[config.mk]
export PLATFORM = sky130hd
export DESIGN_NAME = vram_blit
export DESIGN_NICKNAME = d
export VERILOG_FILES = /design/src/rtl/vram_blit.sv
export SDC_FILE = /design/constraint.sdc
export NUM_CORES = 1
export LEC_CHECK = 0
export ABC_AREA = 0
export CORE_ASPECT_RATIO = 1.75
export CORE_UTILIZATION = 50
export CTS_CLUSTER_DIAMETER = 100
export CTS_CLUSTER_SIZE = 20
export DETAILED_ROUTE_END_ITERATION = 8
export PLACE_DENSITY = 0.85
export SLEW_MARGIN = 30
export SYNTH_ARGS = -nofsm -noshare
export SYNTH_HDL_FRONTEND = slang
export SYNTH_SLANG_ARGS = --single-unit
[constraint.sdc]
create_clock -name CLK -period 7.2 [get_ports CLK]
set_input_delay 1.44 -clock CLK [delete_from_list [all_inputs] [get_ports CLK]]
set_output_delay 1.44 -clock CLK [all_outputs]
set_load 0.03 [all_outputs]
[src/rtl/vram_blit.sv]
// vram_blit: VRAM block-move engine for the text-mode video core.
// Performs fill and copy (scroll) operations on the character framebuffer.
// It only issues a new word transfer in cycles where the display arbiter
// raises grant.
//
// Ports:
//   CLK, RESET_N          video fast clock, asynchronous active-low reset
//   start, op             command request (sampled in IDLE only) and opcode:
//                         0=fill, 1=copy ascending, 2=copy descending,
//                         3=treated as fill
//   src_addr, dst_addr    region bases (lowest address of each region)
//   len, fill_data        word count and fill value
//   abort                 stop after the word currently in flight
//   grant                 arbiter permits a new word transfer this cycle
//   mem_addr/re/we/wdata  VRAM access port
//   mem_rdata             read data, valid RD_LAT cycles after mem_re
//   busy, done, aborted   status: busy, one-cycle done pulse, ended-by-abort
//   remaining             words not yet written
module vram_blit #(
    parameter int ADDR_W = 14,
    parameter int DATA_W = 8,
    parameter int DEPTH  = 8192,
    parameter int LEN_W  = 14,
    parameter int RD_LAT = 2
) (
    input  logic              CLK,
    input  logic              RESET_N,
    input  logic              start,
    input  logic [1:0]        op,
    input  logic [ADDR_W-1:0] src_addr,
    input  logic [ADDR_W-1:0] dst_addr,
    input  logic [LEN_W-1:0]  len,
    input  logic [DATA_W-1:0] fill_data,
    input  logic              abort,
    input  logic              grant,
    output logic [ADDR_W-1:0] mem_addr,
    output logic              mem_re,
    output logic              mem_we,
    output logic [DATA_W-1:0] mem_wdata,
    input  logic [DATA_W-1:0] mem_rdata,
    output logic              busy,
    output logic              done,
    output logic              aborted,
    output logic [LEN_W-1:0]  remaining
);

    localparam int SUM_W = ((ADDR_W > LEN_W) ? ADDR_W : LEN_W) + 2;
    localparam int CNT_W = (RD_LAT > 1) ? $clog2(RD_LAT + 1) : 1;

    typedef enum logic [2:0] {S_IDLE, S_RD, S_WAIT, S_WR, S_FINISH} state_t;

    state_t              state_q, state_d;
    logic                is_copy_q, is_copy_d;
    logic                desc_q, desc_d;
    logic [ADDR_W-1:0]   src_q, src_d;
    logic [ADDR_W-1:0]   dst_q, dst_d;
    logic [LEN_W-1:0]    remaining_q, remaining_d;
    logic [DATA_W-1:0]   fill_data_q, fill_data_d;
    logic [CNT_W-1:0]    wait_cnt_q, wait_cnt_d;
    logic                abort_pend_q, abort_pend_d;
    logic                busy_q, busy_d;
    logic                done_q, done_d;
    logic                aborted_q, aborted_d;

    logic                issue_rd;
    logic                fill_wr;
    logic                copy_wr;

    // Descending operations start at the top word of the region.
    function automatic logic [ADDR_W-1:0] top_ptr(input logic [ADDR_W-1:0] base,
                                                  input logic [LEN_W-1:0]  n);
        logic [SUM_W-1:0] sum;
        sum = SUM_W'(base) + SUM_W'(n) - SUM_W'(1);
        return ADDR_W'(sum % SUM_W'(DEPTH));
    endfunction

    // One-word pointer step with wrap at both ends of the address space.
    function automatic logic [ADDR_W-1:0] step_ptr(input logic [ADDR_W-1:0] ptr,
                                                   input logic              down);
        if (down) begin
            return (ptr == '0) ? ADDR_W'(DEPTH - 1) : ptr - 1'b1;
        end
        return (ptr == ADDR_W'(DEPTH - 1)) ? '0 : ptr + 1'b1;
    endfunction

    // New words start only under grant and never in a cycle that sees abort;
    // a copy write always completes once its read has been issued.
    assign issue_rd  = (state_q == S_RD) && grant && !abort;
    assign fill_wr   = (state_q == S_WR) && !is_copy_q && grant && !abort;
    assign copy_wr   = (state_q == S_WR) && is_copy_q;
    assign mem_re    = issue_rd;
    assign mem_we    = fill_wr || copy_wr;
    assign mem_addr  = issue_rd ? src_q : dst_q;
    assign mem_wdata = is_copy_q ? mem_rdata : fill_data_q;

    assign busy      = busy_q;
    assign done      = done_q;
    assign aborted   = aborted_q;
    assign remaining = remaining_q;

    always_comb begin
        state_d      = state_q;
        is_copy_d    = is_copy_q;
        desc_d       = desc_q;
        src_d        = src_q;
        dst_d        = dst_q;
        remaining_d  = remaining_q;
        fill_data_d  = fill_data_q;
        wait_cnt_d   = wait_cnt_q;
        abort_pend_d = abort_pend_q;
        aborted_d    = aborted_q;

        case (state_q)
            S_IDLE: begin
                if (start) begin
                    is_copy_d    = (op == 2'd1) || (op == 2'd2);
                    desc_d       = (op == 2'd2);
                    fill_data_d  = fill_data;
                    remaining_d  = len;
                    aborted_d    = 1'b0;
                    abort_pend_d = 1'b0;
                    src_d        = (op == 2'd2) ? top_ptr(src_addr, len) : src_addr;
                    dst_d        = (op == 2'd2) ? top_ptr(dst_addr, len) : dst_addr;
                    if (len == '0) begin
                        state_d = S_FINISH;
                    end else if ((op == 2'd1) || (op == 2'd2)) begin
                        state_d = S_RD;
                    end else begin
                        state_d = S_WR;
                    end
                end
            end
            S_RD: begin
                if (abort) begin
                    state_d   = S_FINISH;
                    aborted_d = 1'b1;
                end else if (grant) begin
                    src_d      = step_ptr(src_q, desc_q);
                    wait_cnt_d = CNT_W'(RD_LAT - 1);
                    state_d    = (RD_LAT > 1) ? S_WAIT : S_WR;
                end
            end
            S_WAIT: begin
                // Grant is irrelevant here; an abort is remembered for after the write.
                if (abort) begin
                    abort_pend_d = 1'b1;
                end
                wait_cnt_d = wait_cnt_q - 1'b1;
                if (wait_cnt_q == CNT_W'(1)) begin
                    state_d = S_WR;
                end
            end
            S_WR: begin
                if (is_copy_q) begin
                    remaining_d = remaining_q - 1'b1;
                    dst_d       = step_ptr(dst_q, desc_q);
                    if ((remaining_q == LEN_W'(1)) || abort || abort_pend_q) begin
                        state_d   = S_FINISH;
                        aborted_d = abort || abort_pend_q;
                    end else begin
                        state_d = S_RD;
                    end
                end else if (abort) begin
                    state_d   = S_FINISH;
                    aborted_d = 1'b1;
                end else if (grant) begin
                    remaining_d = remaining_q - 1'b1;
                    dst_d       = step_ptr(dst_q, desc_q);
                    if (remaining_q == LEN_W'(1)) begin
                        state_d = S_FINISH;
                    end
                end
            end
            S_FINISH: begin
                state_d = S_IDLE;
            end
            default: begin
                state_d = S_IDLE;
            end
        endcase

        // Status outputs are registered from the next state.
        busy_d = (state_d != S_IDLE);
        done_d = (state_d == S_FINISH);
    end

    always_ff @(posedge CLK or negedge RESET_N) begin
        if (!RESET_N) begin
            state_q      <= S_IDLE;
            is_copy_q    <= 1'b0;
            desc_q       <= 1'b0;
            src_q        <= '0;
            dst_q        <= '0;
            remaining_q  <= '0;
            fill_data_q  <= '0;
            wait_cnt_q   <= '0;
            abort_pend_q <= 1'b0;
            busy_q       <= 1'b0;
            done_q       <= 1'b0;
            aborted_q    <= 1'b0;
        end else begin
            state_q      <= state_d;
            is_copy_q    <= is_copy_d;
            desc_q       <= desc_d;
            src_q        <= src_d;
            dst_q        <= dst_d;
            remaining_q  <= remaining_d;
            fill_data_q  <= fill_data_d;
            wait_cnt_q   <= wait_cnt_d;
            abort_pend_q <= abort_pend_d;
            busy_q       <= busy_d;
            done_q       <= done_d;
            aborted_q    <= aborted_d;
        end
    end

endmodule

======== Word-level counts from Yosys, hierarchy flattened ========
Index checks and enable logic that the tools add are counted.
cells by class
  add/sub/neg operators ................... 10
  eq/ne operators ......................... 17
  mux-type cells .......................... 57
  reductions and logical operators ........ 29
operators by type and width
  operator                                                                  number
  14-bit two-way mux                                                        23
  14-bit case mux with 2 select lines                                       3
  14-bit zero test                                                          3
  14-bit by 1-bit subtractor with 14-bit output (second input constant)     3
  3-bit two-way mux                                                         10
  14-bit by 1-bit adder with 14-bit output (second input constant)          2
  14-bit by 13-bit equality test with 1-bit output (second input constant)  2
  13-bit adder                                                              2
  13-bit by 1-bit subtractor with 13-bit output (second input constant)     2
  14-bit by 1-bit equality test with 1-bit output (second input constant)   1
  1-bit two-way mux                                                         13
  3-bit case mux with 4 select lines                                        1
  3-bit AND reduction                                                       3
  8-bit two-way mux                                                         1
  2-bit != test (second input constant)                                     4
  4-bit AND reduction                                                       2
  2-bit nonzero test                                                        4
  3-bit by 2-bit equality test with 1-bit output (second input constant)    2
  1-bit logical AND                                                         6
  2-bit two-way mux                                                         3
  3-bit != test (second input constant)                                     2
  3-bit nonzero test                                                        2
  1-bit logical OR                                                          5
  2-bit by 1-bit equality test with 1-bit output (second input constant)    2
  11 further kinds                                                          12
storage, ports and cells
  register bits after elaboration ......... 61
  bits of input ports ..................... 65
  output and inout bits ................... 41

======== Logic depth before layout (Yosys ltp) ========
Gate-level depths: netlist (run 1).
  depth after elaboration ................. 10
  depth in mapped cells ................... 11

======== Least setup slack after synthesis (run 1) ========
OpenSTA, ideal clock, no wires.
  path type ............................... in2out
  start ................................... input port abort
  end ..................................... output port mem_addr[7]
  data arrival time ....................... 3518 ps
  setup slack ............................. 2242 ps
  cell stages on the path ................. 7
  path buffers ............................ 2
  cell sequence ........................... clkbuf_1 nand3b_1 a211oi_1 nand2_1 inv_2 buf_1 o21ai_0
on the way
  word-level cells in the longest chain between the ends .. 3
ends and longest elaborated chain
  item                RTL line  RTL
  start: declaration  34        input logic abort,
  1-bit zero test     88        assign issue_rd = (state_q == S_RD) && grant && !abort;
  1-bit logical AND   88
  via mem_re          37        output logic mem_re,
  14-bit two-way mux  93        assign mem_addr = issue_rd ? src_q : dst_q;
  end: declaration    36        output logic [ADDR_W-1:0] mem_addr,
The timed path passes the listed nets, and every way through them passes these cells.

======== Final worst setup path (run 1) ========
  start ................................... input port abort
  end ..................................... output port mem_addr[13]
on the way
  word-level cells in the longest chain between the ends .. 3
ends and longest elaborated chain
  item                RTL line
  1-bit zero test     88
  1-bit logical AND   88
  14-bit two-way mux  93
Every way passes these cells.

==> results of run 1 <==
## worst reg2reg max path, cell delays in order (launching register included)
cell and delay, ps:
dfrtp_1 470, nand2b_1 250, nor2_1 680, nand2_1 470, inv_2 480, o31ai_1 160, a21oi_1 170, a21oi_1 60
o22a_1 180
## per-layer routing
layer | part of all wire (%) | track usage, % | vias up
met2 | 50 | 54.73 | 388
met5 | 0 | 0 | -
li1 | - | - | 3404
met1 | 36 | 36.86 | 3471
met3 | 6.7 | 4.563 | 95
met4 | 7.2 | 22.73 | 0
## final timing paths
| kind | to | from | cells past startpoint |
|---|---|---|---|
| max | mem_addr[13] | abort | 9 |
| min | fill_data_q[4] | fill_data_q[4] | 2 |
| max reg2reg | src_q[9] | state_q[2] | 8 |
| min reg2reg | fill_data_q[4] | fill_data_q[4] | 2 |
| max in group asynchronous | dst_q[9] | RESET_N | 2 |
| min in group asynchronous | abort_pend_q | RESET_N | 2 |
## area by class of cell
| type | count | area, µm² |
|---|---|---|
| timing repair buffer | 114 | 1114 |
| tap | 171 | 214.0 |
| clock inverter | 3 | 67.56 |
| clock buffer | 12 | 266.5 |
| multi-input combinational | 680 | 4431 |
| inverter | 106 | 397.9 |
| sequential | 61 | 1526 |
| fill | 1219 | 4852 |
## cell families (layout without fill, tap and decap cells)
| group | Yosys count | count (layout) | share of synthesized area [%] |
|---|---|---|---|
| buf+inv | 160 | 235 | 9.411 |
| fa+ha+maj | 56 | 56 | 10.90 |
| compound gates | 269 | 269 | 27.40 |
| xor+xnor | 18 | 18 | 2.400 |
| mux | 18 | 18 | 2.915 |
| simple gates | 319 | 319 | 23.74 |
| flops | 61 | 61 | 23.24 |
## sequential cells by signal (all words and copies together) (netlist names)
name	cells
desc_q	1
state_q	3
done	1
wait_cnt_q	2
dst_q	14
fill_data_q	8
remaining	14
is_copy_q	1
busy	1
abort_pend_q	1
src_q	14
aborted	1
## layout by cell type (no fill, tap or decap), types with 10 or more instances in the layout
cell type,count
nand2_1,118
a21oi_1,55
clkdlybuf4s50_1,104
a31oi_1,15
nand3_1,22
nor3_1,26
ha_1,54
a22oi_1,10
a21o_1,11
nand4_1,11
a211oi_1,14
o21ai_0,59
xnor2_1,12
inv_1,105
nor4_1,13
nor2_1,64
dfrtp_1,61
## where the power goes
group	switching, mW	internal, mW	total, mW
clock network	0.166	0.330	0.496
registers	0.339	0.509	0.848
logic	1.04	0.710	1.75
==> flow_results.org, run 1 <==
** Worst setup path
- Top cell by count, worst path :: nand2_1
- Reg2reg setup slack :: 4160 ps
- Kind of cell adding the most delay to the critical path :: buffers and inverters
- Worst path required time :: between 5000 and 6000 ps
- Worst endpoint data arrival time :: 4510 ps
- Worst path cell trace :: clkdlybuf4s50_1, nand3b_1, a211oi_1, buf_4, nand2_1, inv_2, nand2_1, nand2_1, clkdlybuf4s50_1
- Of all nets on the critical path, the largest fanout is 28.
- Critical path's slowest cell :: clkdlybuf4s50_1
- Type of element launching the critical path :: input pin
- Together, buffers and inverters on the worst path number 4.
- Category of the worst setup path capture point :: output pin
- Slowest cell delay on critical path :: ~660 ps
- CP Class :: in -> out

** CTS
- In this run the deepest clock path goes through 2 buffers.
- Counting the buffers created by CTS gives 9.
- In this run the number of H-tree levels came out at 3.
- Post-CTS repair changed the size of 0 cells.
- TritonCTS built the clock tree.
- CTS Hold Buffers Added :: 0
- CTS clk-pin slew, worst paths :: 60 ps
- The clock reaches the later pin of the worst-skew pair after 340 ps.
- The clock drives 61 sinks.
- In this run the clock root is driven by a clkbuf_16.
- # Post-CTS Setup Buffers :: 0

** Logic synthesis
- Yosys reg bits :: 61
- Number of warnings printed during yosys synthesis :: 0
- Counting every instance in the synthesized netlist gives between 900 and 1000.
- In the synthesized netlist the async set-or-reset flop fraction comes to 100.0%.
- After synthesis, the most frequently instantiated cells are nand2_1, inv_1, nor2_1.
- Net count after synthesis :: 1022
- Post-Syn Area per Cell :: 7.289 µm²
- Cell type contributing the most total cell area after synthesis :: dfrtp_1
- The share of the Yosys chip area taken by registers is 23.24%.
- Summing every instance area after synthesis gives 6568 µm².
- Number of distinct library cells after synthesis :: 78
- Post-synth EDFFs :: 0
- By area the synthesized netlist is led by dfrtp_1, ha_1, nand2_1.
- Dominant cell by count in the synthesized netlist :: nand2_1
- After synthesis, the largest area contributor takes up 23.24% of total cell area.
- In the synthesized netlist the dominant register cell turns out to be dfrtp_1.

** Floorplan
- Die height :: around 150 µm
- The floorplan has 55 rows.
- 106 I/O pins were placed.
- The die covers ~14000 µm².
- From left edge to right edge, the die measures 88.64 µm.
- After floorplanning, the core was sized to cover between 10000 and 15000 µm².
- Starting density of the core :: 51.04%

** Placed design
- Routability-driven placement finished with a final weighted congestion of between 0.9 and 1.
- Prior to clock tree synthesis, the placed netlist has a worst setup slack of 1293 ps.
- Cell Area, Placed :: just under 8000 µm²
- HPWL after DPL :: 16.37 mm
- Cell count after placement :: 1132
- Port buffering added roughly 110 buffers.

** Cells and area
- Cells with a size suffix above 1 make up 5.225% of the layout.
- Post-Route Utilization :: 62.29%
- Post-route design area :: 8016 µm²
- Number of non-filler instances in the completed layout :: 1147
- The repair_antennas step left the layout with diodes totalling 0.
- Relative to the synthesized area, the layout overhead comes to 22.06%.
- In the final design database the tool counted 1093 nets.

** STA
- Setup-violating endpoint count in the final report :: 0
- Period utilization :: roughly 83%
- Fin crit period :: about 6000 ps
- Setup repair after global routing left no endpoint under its margin.
- On the final layout, the worst clock skew is 11.61 ps.
- Measured against its own limit, the worst slew margin works out to slightly above 40%.
- Across all setup checks in the final design, the least slack found is 1248 ps.
- Timing would allow up to about 0.17 GHz.
- In the final timing run, aggregate negative setup slack is 0 ps.
- The number of pins with negative max-slew slack in the final report was 0.
- Worst Max-Slew Pin Slew :: about 870 ps
- Final hold slack :: 471.4 ps
- The final count of hold timing violations was 0.

** Drt
- Post-detailed-route via-to-cell ratio :: 6.415
- Number of search-and-repair iterations in the first detailed-routing pass :: 9
- Antenna violation net count after detailed routing :: 0
- 1st-iter DRT viols :: 580
- WL/cell :: between 15 and 20 µm
- Drc violations :: 0
- Detailed-route wire length :: about 22 mm
- Detailed-route via count :: 7358

** Power
- For this design the ratio of total power to cell area is between 300 and 400 nW/µm².
- VDD sags by at most 245.0 µV.
- Summed over all cells, the static leakage comes to 3.467 nW.
- Design Power :: 3.095 mW

** Global route
- Maximum number of pins on one net before global-route repair :: 62
- Grt total ovfl :: 0
- For this run, the total global-route usage over all layers was measured as 32.56%.
- Initial antenna violation count :: 0
- Vias in the first global route :: 6940
- Global-route wire length before repair :: 34.16 mm

** Hold path
- In this run the worst hold path is classified as reg -> reg.

** Run status
- The flow ran to the end, and the final reports show no timing, DRC or antenna violations.

** Flow run
- Across the run, the number of max-cap violations was 0.
Power figures use the tool's default switching activity.
==> run 2: changes to the inputs <==
PLACE_DENSITY = 0.88   (was 0.85)
clock period = 4.8 ns   (was 7.2 ns; I/O delays follow)
==> flow_results.org, run 2 (synthesized netlist as in run 1, its figures left out) <==
** Worst setup path
- The cell family contributing the most delay on the critical path is buffers and inverters.
- End of the worst register-to-register path :: remaining[12]
- Worst setup path startpoint :: abort
- In this run the worst setup path terminates at mem_addr[13].
- The worst register-to-register path begins at state_q[0].
- STA classifies the critical path startpoint as an input pin.
- Slowest cell delay on critical path :: 550 ps (-110 ps)
- The critical path required time came to 3840 ps (-1920 ps).
- CP Class :: in -> out
- Worst path cell trace :: clkdlybuf4s50_1, nand3b_1, a211oi_1, nand2_1, inv_2, nand2_1, nand2_1, buf_4
- Worst endpoint data arrival time :: 3280 ps (-1230 ps)
- Number of buffers and inverters on the critical path :: 3 (-1)
- The worst reg2reg path depth came to 7 (-1).
- Reg2reg setup slack :: 2050 ps (-2110 ps)
- The cell that appears most often on the critical path is nand2_1.
- Critical path's slowest cell :: clkdlybuf4s50_1
- Category of the worst setup path capture point :: output pin
- The maximum fanout count along the critical path came to 28 (unchanged).
- The number of stages on the worst setup path was 8 (-1).

** Flow run
- Max-cap check violation count :: 0 (unchanged)

** CTS
- Clock Sink Count :: 61 (unchanged)
- Number of resized instances in the post-cts repair step :: 0 (unchanged)
- CTS clk-pin slew, worst paths :: 60 ps (about the same)
- The buffer depth of the longest clock path was 2 (unchanged).
- # Post-CTS Setup Buffers :: 0 (unchanged)
- The number of buffers inserted by hold repair at cts is 0 (unchanged).
- Total CTS buffers :: 9 (unchanged)
- The H-tree depth came to 3 (unchanged).
- The latest clock arrival within the worst-skew pair was 340 ps (about the same).
- TritonCTS clock tree :: done
- The tree is rooted in a clkbuf_16.

** Global route
- Maximum number of pins on one net before global-route repair :: 41 (-34%)
- The number of antenna violations at the first check in global routing was 0 (unchanged).
- The overall fraction of global-route tracks in use came to 33.06% (+0.50 points).
- Global-route wire length before repair :: 34.85 mm (+2.0%)
- Vias in the first global route :: 7187 (+3.6%)
- Grt total ovfl :: 0 (unchanged)

** Floorplan
- The width of the die was 88.64 µm (unchanged).
- Die height :: 153.6 µm (unchanged)
- Full die area :: 13620 µm² (unchanged)
- Num rows :: 55 (unchanged)
- The I/O pin count came to 106 (unchanged).
- Starting density of the core :: 51.04% (unchanged)
- The standard cell core area was 12870 µm² (unchanged).

** STA
- Static timing analysis puts the maximum clock frequency at 0.2361 GHz.
- Setup-violating endpoint count in the final report :: 0 (unchanged)
- The transition time at the pin with the least slew margin was 912.5 ps (+43.01 ps).
- The worst clock skew was 10.72 ps (-0.8924 ps).
- Fin crit period :: 4235 ps
- Number of failing hold endpoints at the final stage :: 0 (unchanged)
- Max-slew violation count :: 0 (unchanged)
- RSZ-0062 raised after global routing :: no
- Normalized max-slew margin :: 39.16% (-2.3 points)
- Period utilization :: about nine tenths
- Total Negative Setup Slacks :: 0 ps (unchanged)

** Drt
- The number of remaining DRC errors was 0 (unchanged).
- Detailed-route wire length :: 21.70 mm (about the same)
- The number of nets with antenna violations after routing is 0 (unchanged).
- The via density per instance came to 6.405 (-0.16%).
- Number of search-and-repair iterations in the first detailed-routing pass :: 6 (-3)
- Detailed-route via count :: 7372 (+0.19%)
- WL/cell :: 18.86 µm (-0.26%)
- The initial DRC count was 545 (-6.0%).

** Placed design
- The number of port buffers was 105 (unchanged).
- HPWL after DPL :: 16.67 mm (+1.8%)
- The cell count after placement is 1135 (+0.27%).
- Routability-driven placement congestion ratio :: 1.046 (+9.4%)

** Cells and area
- Number of non-filler instances in the completed layout :: 1151 (+0.35%)
- The net count of the finished layout came to 1096 (+0.27%).
- The count of antenna diodes in the layout was 0 (unchanged).
- Leaving out fill and tap cells, the most frequent cells in the layout are nand2_1, inv_1, clkdlybuf4s50_1.
- Leaving out fill and tap cells, the most frequent cell in the layout is nand2_1.
- The share of final-layout standard cells stronger than drive strength 1 is 7.143% (+1.9 points).
- Fill cell total of the finished layout :: 1155 (-5.3%)
- Area added between synthesis and finish :: 21.66%

** Power
- The overall power was 4.615 mW (+49%).
- The static power due to leakage came to 3.489 nW (+0.65%).
- Total power density per cell area :: 577.6 nW/µm² (+50%)
- The worst IR drop on VDD is 546.4 µV (+120%).

** Run status
- Result of the run :: finished clean

** Hold path
- Min-Delay Path Class :: reg -> reg
- Startpoint of the most critical hold path :: fill_data_q[4]
-- run 2: worst min path at each step --
stage,cells after the start,end
finish,2,fill_data_q[4]
global route,2,fill_data_q[4]
CTS,2,fill_data_q[4]
detailed placement,2,fill_data_q[4]
global placement,2,fill_data_q[4]
floorplan,2,fill_data_q[0]
-- run 2: final cells by class --
cell class                      instances  area, µm²  share of cell area, %
Clock buffer                            9      225.2                  2.819
Clock inverter                          7      97.59                  1.221
Inverter                              106      397.9                  4.980
Multi-Input combinational cell        680       4431                  55.45
Sequential cell                        61       1526                  19.10
Tap cell                              171      214.0                  2.678
Timing Repair Buffer                  117       1099                  13.75
-- run 2: layer usage --
layer | GRT usage [%] | routed length (µm)
met1 | 35.67 | 7672
met2 | 55.68 | 10890
met3 | 6.012 | 1488
met4 | 24.88 | 1656
met5 | 0 | 0
-- run 2: worst min-delay path, delay by kind of cell (launching register included) --
family / cells / cell delay, ps
flip-flops: 1 / 340
AND/OR/NAND/NOR: 2 / 100
-- run 2: report_power, final --
group          total [mW]  switching [mW]  internal [mW]
Combinational        2.65            1.61           1.04
Sequential           1.24           0.479          0.765
Clock               0.720           0.263          0.457
-- run 2: through the flow --
stage / area, µm² / utilization [%] / hold WS (ps) / setup WS, ps
after floorplan: 6568 / - / 441.7 / 802.1
final: 7990 / 62.09 / 474.7 / 564.8
after global placement: 7666 / 59.57 / 458.8 / 651.8
after global routing: 7990 / 62.09 / 489.2 / 380.5
after CTS: 7989 / 62.08 / 476.8 / 602.9
after detailed placement: 7666 / 59.57 / 462.2 / 626.7
